===== src/rtl/uart_rx_fifo_if.sv =====
// rtl/uart_rx_fifo_if.sv - receiver event and host pop signal bundle for uart_rx_fifo
interface uart_rx_fifo_if #(
  parameter int ADDR_W = 3
);
  logic              Rx_EN;
  logic [7:0]        Rx_DATA;
  logic              Rx_VALID;
  logic              Rx_FERROR;
  logic              Rx_PERROR;
  logic              rd_en;
  logic              clr_err;
  logic [7:0]        rd_data;
  logic              empty;
  logic              full;
  logic [ADDR_W:0]   count;
  logic              overflow;
  logic [7:0]        ferr_cnt;
  logic [7:0]        perr_cnt;
  logic [7:0]        drop_cnt;

  modport master (
    output Rx_EN, Rx_DATA, Rx_VALID, Rx_FERROR, Rx_PERROR, rd_en, clr_err,
    input  rd_data, empty, full, count, overflow, ferr_cnt, perr_cnt, drop_cnt
  );

  modport slave (
    input  Rx_EN, Rx_DATA, Rx_VALID, Rx_FERROR, Rx_PERROR, rd_en, clr_err,
    output rd_data, empty, full, count, overflow, ferr_cnt, perr_cnt, drop_cnt
  );
endinterface


===== src/rtl/uart_rx_fifo.sv =====
// rtl/uart_rx_fifo.sv - FWFT byte FIFO behind a UART receiver with error/drop counters
module uart_rx_fifo #(
  parameter int DEPTH  = 8,
  parameter int ADDR_W = 3
) (
  input  logic          clk,
  input  logic          reset,
  uart_rx_fifo_if.slave bus
);
  logic [7:0]        mem [DEPTH];
  logic [ADDR_W-1:0] wr_ptr_q, wr_ptr_d, rd_ptr_q, rd_ptr_d;
  logic [ADDR_W:0]   count_q, count_d;
  logic              v_hist_q, f_hist_q, p_hist_q;
  logic              ovf_q, ovf_d;
  logic [7:0]        ferr_q, ferr_d, perr_q, perr_d, drop_q, drop_d;
  logic              v_ev, f_ev, p_ev, err_ev, wr_req, rd_fire, wr_fire, drop;
  logic              is_empty, is_full;

  assign is_empty = (count_q == '0);
  assign is_full  = (count_q == (ADDR_W+1)'(DEPTH));

  assign v_ev = bus.Rx_VALID  & ~v_hist_q;
  assign f_ev = bus.Rx_FERROR & ~f_hist_q;
  assign p_ev = bus.Rx_PERROR & ~p_hist_q;

  // An error event discards the byte of the same frame without counting it as a drop.
  assign err_ev  = bus.Rx_EN & (f_ev | p_ev);
  assign wr_req  = bus.Rx_EN & v_ev & ~err_ev;
  assign rd_fire = bus.rd_en & ~is_empty;
  assign wr_fire = wr_req & (~is_full | rd_fire);
  assign drop    = wr_req & is_full & ~rd_fire;

  always_comb begin
    wr_ptr_d = wr_ptr_q;
    rd_ptr_d = rd_ptr_q;
    count_d  = count_q;
    ovf_d    = ovf_q;
    ferr_d   = ferr_q;
    perr_d   = perr_q;
    drop_d   = drop_q;

    if (wr_fire) wr_ptr_d = wr_ptr_q + 1'b1;
    if (rd_fire) rd_ptr_d = rd_ptr_q + 1'b1;
    count_d = count_q + (ADDR_W+1)'(wr_fire) - (ADDR_W+1)'(rd_fire);

    if (bus.Rx_EN && f_ev && ferr_q != 8'hFF) ferr_d = ferr_q + 8'd1;
    if (bus.Rx_EN && p_ev && perr_q != 8'hFF) perr_d = perr_q + 8'd1;
    if (drop) begin
      ovf_d = 1'b1;
      if (drop_q != 8'hFF) drop_d = drop_q + 8'd1;
    end

    if (bus.clr_err) begin
      ovf_d  = 1'b0;
      ferr_d = 8'h00;
      perr_d = 8'h00;
      drop_d = 8'h00;
    end
  end

  always_ff @(posedge clk or posedge reset) begin
    if (reset) begin
      wr_ptr_q <= '0;
      rd_ptr_q <= '0;
      count_q  <= '0;
      v_hist_q <= 1'b0;
      f_hist_q <= 1'b0;
      p_hist_q <= 1'b0;
      ovf_q    <= 1'b0;
      ferr_q   <= 8'h00;
      perr_q   <= 8'h00;
      drop_q   <= 8'h00;
    end else begin
      wr_ptr_q <= wr_ptr_d;
      rd_ptr_q <= rd_ptr_d;
      count_q  <= count_d;
      // History tracks the lines even while disabled so enabling mid-level is not an event.
      v_hist_q <= bus.Rx_VALID;
      f_hist_q <= bus.Rx_FERROR;
      p_hist_q <= bus.Rx_PERROR;
      ovf_q    <= ovf_d;
      ferr_q   <= ferr_d;
      perr_q   <= perr_d;
      drop_q   <= drop_d;
    end
  end

  always_ff @(posedge clk) begin
    if (wr_fire) mem[wr_ptr_q] <= bus.Rx_DATA;
  end

  assign bus.rd_data  = is_empty ? 8'h00 : mem[rd_ptr_q];
  assign bus.empty    = is_empty;
  assign bus.full     = is_full;
  assign bus.count    = count_q;
  assign bus.overflow = ovf_q;
  assign bus.ferr_cnt = ferr_q;
  assign bus.perr_cnt = perr_q;
  assign bus.drop_cnt = drop_q;
endmodule


===== src/flat_wrapper.sv =====
// flat-port wrapper written by rule: the top's interface ports become plain ports
module uart_rx_fifo_flat 
#(
  parameter int DEPTH  = 8,
  parameter int ADDR_W = 3
)
  (clk, reset, bus_Rx_EN, bus_Rx_DATA, bus_Rx_VALID, bus_Rx_FERROR, bus_Rx_PERROR, bus_rd_en, bus_clr_err, bus_rd_data, bus_empty, bus_full, bus_count, bus_overflow, bus_ferr_cnt, bus_perr_cnt, bus_drop_cnt);
  uart_rx_fifo_if #(.ADDR_W(ADDR_W)) bus_i ();
  input  logic clk;
  input  logic reset;
  input wire logic [$bits(bus_i.Rx_EN)-1:0] bus_Rx_EN;
  input wire logic [$bits(bus_i.Rx_DATA)-1:0] bus_Rx_DATA;
  input wire logic [$bits(bus_i.Rx_VALID)-1:0] bus_Rx_VALID;
  input wire logic [$bits(bus_i.Rx_FERROR)-1:0] bus_Rx_FERROR;
  input wire logic [$bits(bus_i.Rx_PERROR)-1:0] bus_Rx_PERROR;
  input wire logic [$bits(bus_i.rd_en)-1:0] bus_rd_en;
  input wire logic [$bits(bus_i.clr_err)-1:0] bus_clr_err;
  output wire logic [$bits(bus_i.rd_data)-1:0] bus_rd_data;
  output wire logic [$bits(bus_i.empty)-1:0] bus_empty;
  output wire logic [$bits(bus_i.full)-1:0] bus_full;
  output wire logic [$bits(bus_i.count)-1:0] bus_count;
  output wire logic [$bits(bus_i.overflow)-1:0] bus_overflow;
  output wire logic [$bits(bus_i.ferr_cnt)-1:0] bus_ferr_cnt;
  output wire logic [$bits(bus_i.perr_cnt)-1:0] bus_perr_cnt;
  output wire logic [$bits(bus_i.drop_cnt)-1:0] bus_drop_cnt;
  assign bus_i.Rx_EN = bus_Rx_EN;
  assign bus_i.Rx_DATA = bus_Rx_DATA;
  assign bus_i.Rx_VALID = bus_Rx_VALID;
  assign bus_i.Rx_FERROR = bus_Rx_FERROR;
  assign bus_i.Rx_PERROR = bus_Rx_PERROR;
  assign bus_i.rd_en = bus_rd_en;
  assign bus_i.clr_err = bus_clr_err;
  assign bus_rd_data = bus_i.rd_data;
  assign bus_empty = bus_i.empty;
  assign bus_full = bus_i.full;
  assign bus_count = bus_i.count;
  assign bus_overflow = bus_i.overflow;
  assign bus_ferr_cnt = bus_i.ferr_cnt;
  assign bus_perr_cnt = bus_i.perr_cnt;
  assign bus_drop_cnt = bus_i.drop_cnt;
  uart_rx_fifo #(.DEPTH(DEPTH), .ADDR_W(ADDR_W)) u_core (.clk(clk), .reset(reset), .bus(bus_i));
endmodule

===== config.mk =====
export PLATFORM = sky130hd
export DESIGN_NAME = uart_rx_fifo_flat
export DESIGN_NICKNAME = d
export VERILOG_FILES = /design/src/rtl/uart_rx_fifo_if.sv /design/src/rtl/uart_rx_fifo.sv /design/src/flat_wrapper.sv
export SDC_FILE = /design/constraint.sdc
export NUM_CORES = 1
export LEC_CHECK = 0
export CAP_MARGIN = 20
export CORE_AREA = 3 3 97 118
export CTS_CLUSTER_SIZE = 12
export DETAILED_ROUTE_END_ITERATION = 6
export DIE_AREA = 0 0 100 121
export SLEW_MARGIN = 10
export SYNTH_ARGS = -nofsm -noshare
export SYNTH_HDL_FRONTEND = slang
export SYNTH_SLANG_ARGS = --single-unit

===== constraint.sdc =====
create_clock -name clk -period 4.97 [get_ports clk]
set_clock_uncertainty 0.2 [all_clocks]
set_input_delay 0.497 -clock clk [delete_from_list [all_inputs] [get_ports clk]]
set_output_delay 0.497 -clock clk [all_outputs]
set_load 0.05 [all_outputs]

==> summary.md <==
| Metric | Value |
|---|---|
| Worst-path maximum fanout | `11` |
| Flop and latch count out of synthesis | `102` |
| Share of the core filled with cells in the final layout | `0.535` |
| Number of unique standard cell types used by synthesis | `49` |
| Setup tns final | `0 ns` |
| Count of flip-flops with a built-in enable after synthesis | `64` |
| Power Density | `483 mW/mm2` |
| Syn Inst Count | `310` |
| Core box area | `0.0104 mm2` |
| Floorplan row count | `41` |
| Multi-input combinational cell area | `0.00158 mm2` |
| Area of the die | `between 0.01 and 0.015 mm2` |
| Area occupied by registers | `around 0.0029 mm2` |
| Final layout net count | `396` |
| CTS clock-pin slew for the worst setup and hold paths | `0.06 ns` |
| Number of nets still failing antenna checks after routing | `0` |
| Max-slew violation total from the final report | `0` |
| Initial standard-cell utilization of the core | `0.436` |
| Launching element type of the critical path | `flop` |
| Met2 usage | `0.256` |
| Fraction of registers with async set/reset | `0.373` |
| Post-CTS repair timing setup buffer count | `0` |
| Number of antenna violations at the first check in global routing | `0` |
| Vias in the first global route | `2,759` |
| Most frequent standard cell in the layout excluding fill and tap cells | `edfxtp_1` |
| Latest clock arrival within the worst-skew pair | `between 0.3 and 0.4 ns` |
| Crit end category | `output pin` |
| Wire length of the first global-routing pass | `14,500 um` |
| Die W | `approximately 100 um` |
| Cell at the slowest stage of the critical path | `dfrtp_1` |
| Worst hold path depth | `2` |
| Drt pass-1 iters | `4` |
| Post-place setup slack | `roughly 1.6 ns` |
| Period utilisation layout | `0.683` |
| Setup slack of the critical path after layout | `1.57 ns` |
| Max-cap check violation count | `0` |
| Total of endpoints with negative setup slack in the final report | `0` |
| Fill cells | `854` |
| Data arrival time at the worst-slack endpoint | `2.70 ns` |
| Worst vdd ir | `roughly 0.00017 V` |
| Sequential element share of the synthesized area | `0.633` |
| DR WL/cell | `17.4 um` |
| Resized cells post-CTS | `0` |
| Outcome | `complete, no violations` |
| Sum of overflow across all layers after global routing | `0` |
| Number of placed cells counting well taps | `~490` |
| Flip-flop cell with the highest count after synthesis | `edfxtp_1` |
| Highest cell delay on the worst timing path | `0.70 ns` |
| Number of cells on the worst reg-to-reg path | `6` |
| Static Leak | `2.02 nW` |
| Clock Sinks | `102` |
| Number of buffers created by CTS | `9` |
| Critical path start-end classification | `reg -> out` |
| Highest achievable clock rate | `between 200 and 300 MHz` |
| Die H | `between 100 and 150 um` |
| Global Route Usage Sum | `0.156` |
| M1 GR Usage | `0.201` |
| IO buf count | `54` |
| Fraction of layout cells with a size suffix above 1 | `0.134` |
| DRC viols | `0` |
| Slew at the pin closest to its max-slew limit | `0.944 ns` |
| Worst Hold Slack | `0.306 ns` |
| RSZ-0062 raised after global routing | `no` |
| Post-synth design cell area | `0.00454 mm2` |
| Detailed Route Iter0 Violations | `77` |
| Via density | `5.41` |
| Met3 layer usage reported by global route | `0.0408` |
| Maximum level of the CTS H-tree | `3` |
| Global placement routability congestion | `0.742` |
| Placed standard-cell area | `0.00523 mm2` |
| Clock tree root driver cell | `clkbuf_16` |
| Detailed Place HPWL | `5940 um` |
| Worst slew margin | `0.368` |
| Number of diodes | `0` |
| Largest net degree at the start of global routing | `39` |
| Post-route total power | `2.69 mW` |
| CP required | `4.27 ns` |
| Final standard cell area without fillers | `0.00557 mm2` |
| Finished Layout Cells | `503` |
| CP Cell Sequence | `buf_16 -> mux4_2 -> mux2i_1 -> nor2_1 -> clkdlybuf4s50_1` |
| Min-delay worst type | `reg -> reg` |
| TritonCTS clock tree | `built` |
| Mapped Nets | `about 340` |
| Growth of design area from synthesis to finish | `22.7%` |
| Total via count after detailed routing | `approximately 2.7k` |
| Layer with the highest usage after global routing | `met2` |
| Synthesized area per cell | `~15 um2` |
| Worst-case register-to-register setup slack | `2.19 ns` |
| Routed wire length | `8750 um` |
| Time the final worst path needs with I/O delays and setup | `about 3.4 ns` |
| Most frequent cells in the layout | `64 x edfxtp_1, 54 x clkdlybuf4s50_1, 38 x dfrtp_1` |
| Total of hold buffers inserted after clock tree synthesis | `0` |
| CTS Buffer Depth | `2` |
| Final hold violations | `0` |
| Count of yosys warnings during synthesis | `0` |
| Total I/O pin count | `55` |
path summary, 6_finish.rpt:
path                                startpoint                      to
hold / removal             u_core.bus.overflow     u_core.bus.overflow
setup / recovery            u_core.rd_ptr_q[0]          bus_rd_data[3]
hold reg to reg            u_core.bus.overflow     u_core.bus.overflow
min in group asynchronous                reset     u_core.bus.count[2]
setup reg to reg           u_core.bus.count[2]        u_core.mem[0][7]
max in group asynchronous                reset  u_core.bus.drop_cnt[5]
cell families after synthesis:
kind of cell	Yosys count	synth area share
muxes	33	0.119
adders and majority gates	11	0.0320
and+or+nand+nor	95	0.120
DFF	102	0.633
xor gates and xnor gates	12	0.0232
AOI/OAI and AO/OA	33	0.0507
buffers and inverters	24	0.0232
layout make-up:
class                           instances  share of cell area
Multi-Input combinational cell        184               0.283
Timing Repair Buffer                   60               0.110
Tap cell                              129              0.0290
Clock inverter                          6              0.0108
Sequential cell                       102               0.516
Inverter                               12             0.00809
Clock buffer                           10              0.0429
Yosys cell counts (all sizes together) (3+ instances only):
cell type | instances | area, um2
or3 | 5 | 31.3
nor2b | 8 | 50.1
and4 | 4 | 35.0
or4 | 3 | 22.5
o21ai | 5 | 28.8
xnor2 | 8 | 70.1
mux4 | 16 | 360
inv | 12 | 45.0
a21oi | 9 | 45.0
nand4 | 4 | 25.0
nor4 | 3 | 31.3
o31ai | 3 | 22.5
nor3 | 5 | 30.0
buf | 8 | 45.0
mux2 | 6 | 67.6
mux2i | 11 | 110
nand2 | 11 | 43.8
o41ai | 4 | 35.0
a211oi | 3 | 22.5
xor2 | 4 | 35.0
nor2 | 27 | 101
edfxtp | 64 | 1920
clkbuf | 4 | 15.0
ha | 10 | 125
nand3 | 10 | 50.1
dfrtp | 38 | 951
nand2b | 7 | 43.8
metal layers:
layer / share of wire / wire, um
met1: 0.43 / 3770
met2: 0.51 / 4500
met3: 0.040 / 346
met4: 0.015 / 130
met5: 0 / 0
where the power goes:
group / switching [mW] / total [mW] / leakage (nW) / internal, mW
clock: 0.290 / 0.692 / 0.146 / 0.402
combinational: 0.502 / 0.910 / 0.797 / 0.408
sequential: 0.126 / 1.09 / 1.08 / 0.960
total: 0.918 / 2.69 / 2.02 / 1.77
critical path, delay by kind of cell (launching register included):
family	cells	cell delay (ns)
buffers and inverters	2	0.91
flip-flops	1	0.70
multiplexers	2	0.69
AND/OR/NAND/NOR	1	0.06
state kept, by name, summed over array words and instances, names as in the netlist:
name                 count
u_core.bus.count         4
u_core.bus.drop_cnt      8
u_core.bus.ferr_cnt      8
u_core.bus.overflow      1
u_core.bus.perr_cnt      8
u_core.f_hist_q          1
u_core.mem              64
u_core.p_hist_q          1
u_core.rd_ptr_q          3
u_core.v_hist_q          1
u_core.wr_ptr_q          3
Power figures use the tool's default switching activity.
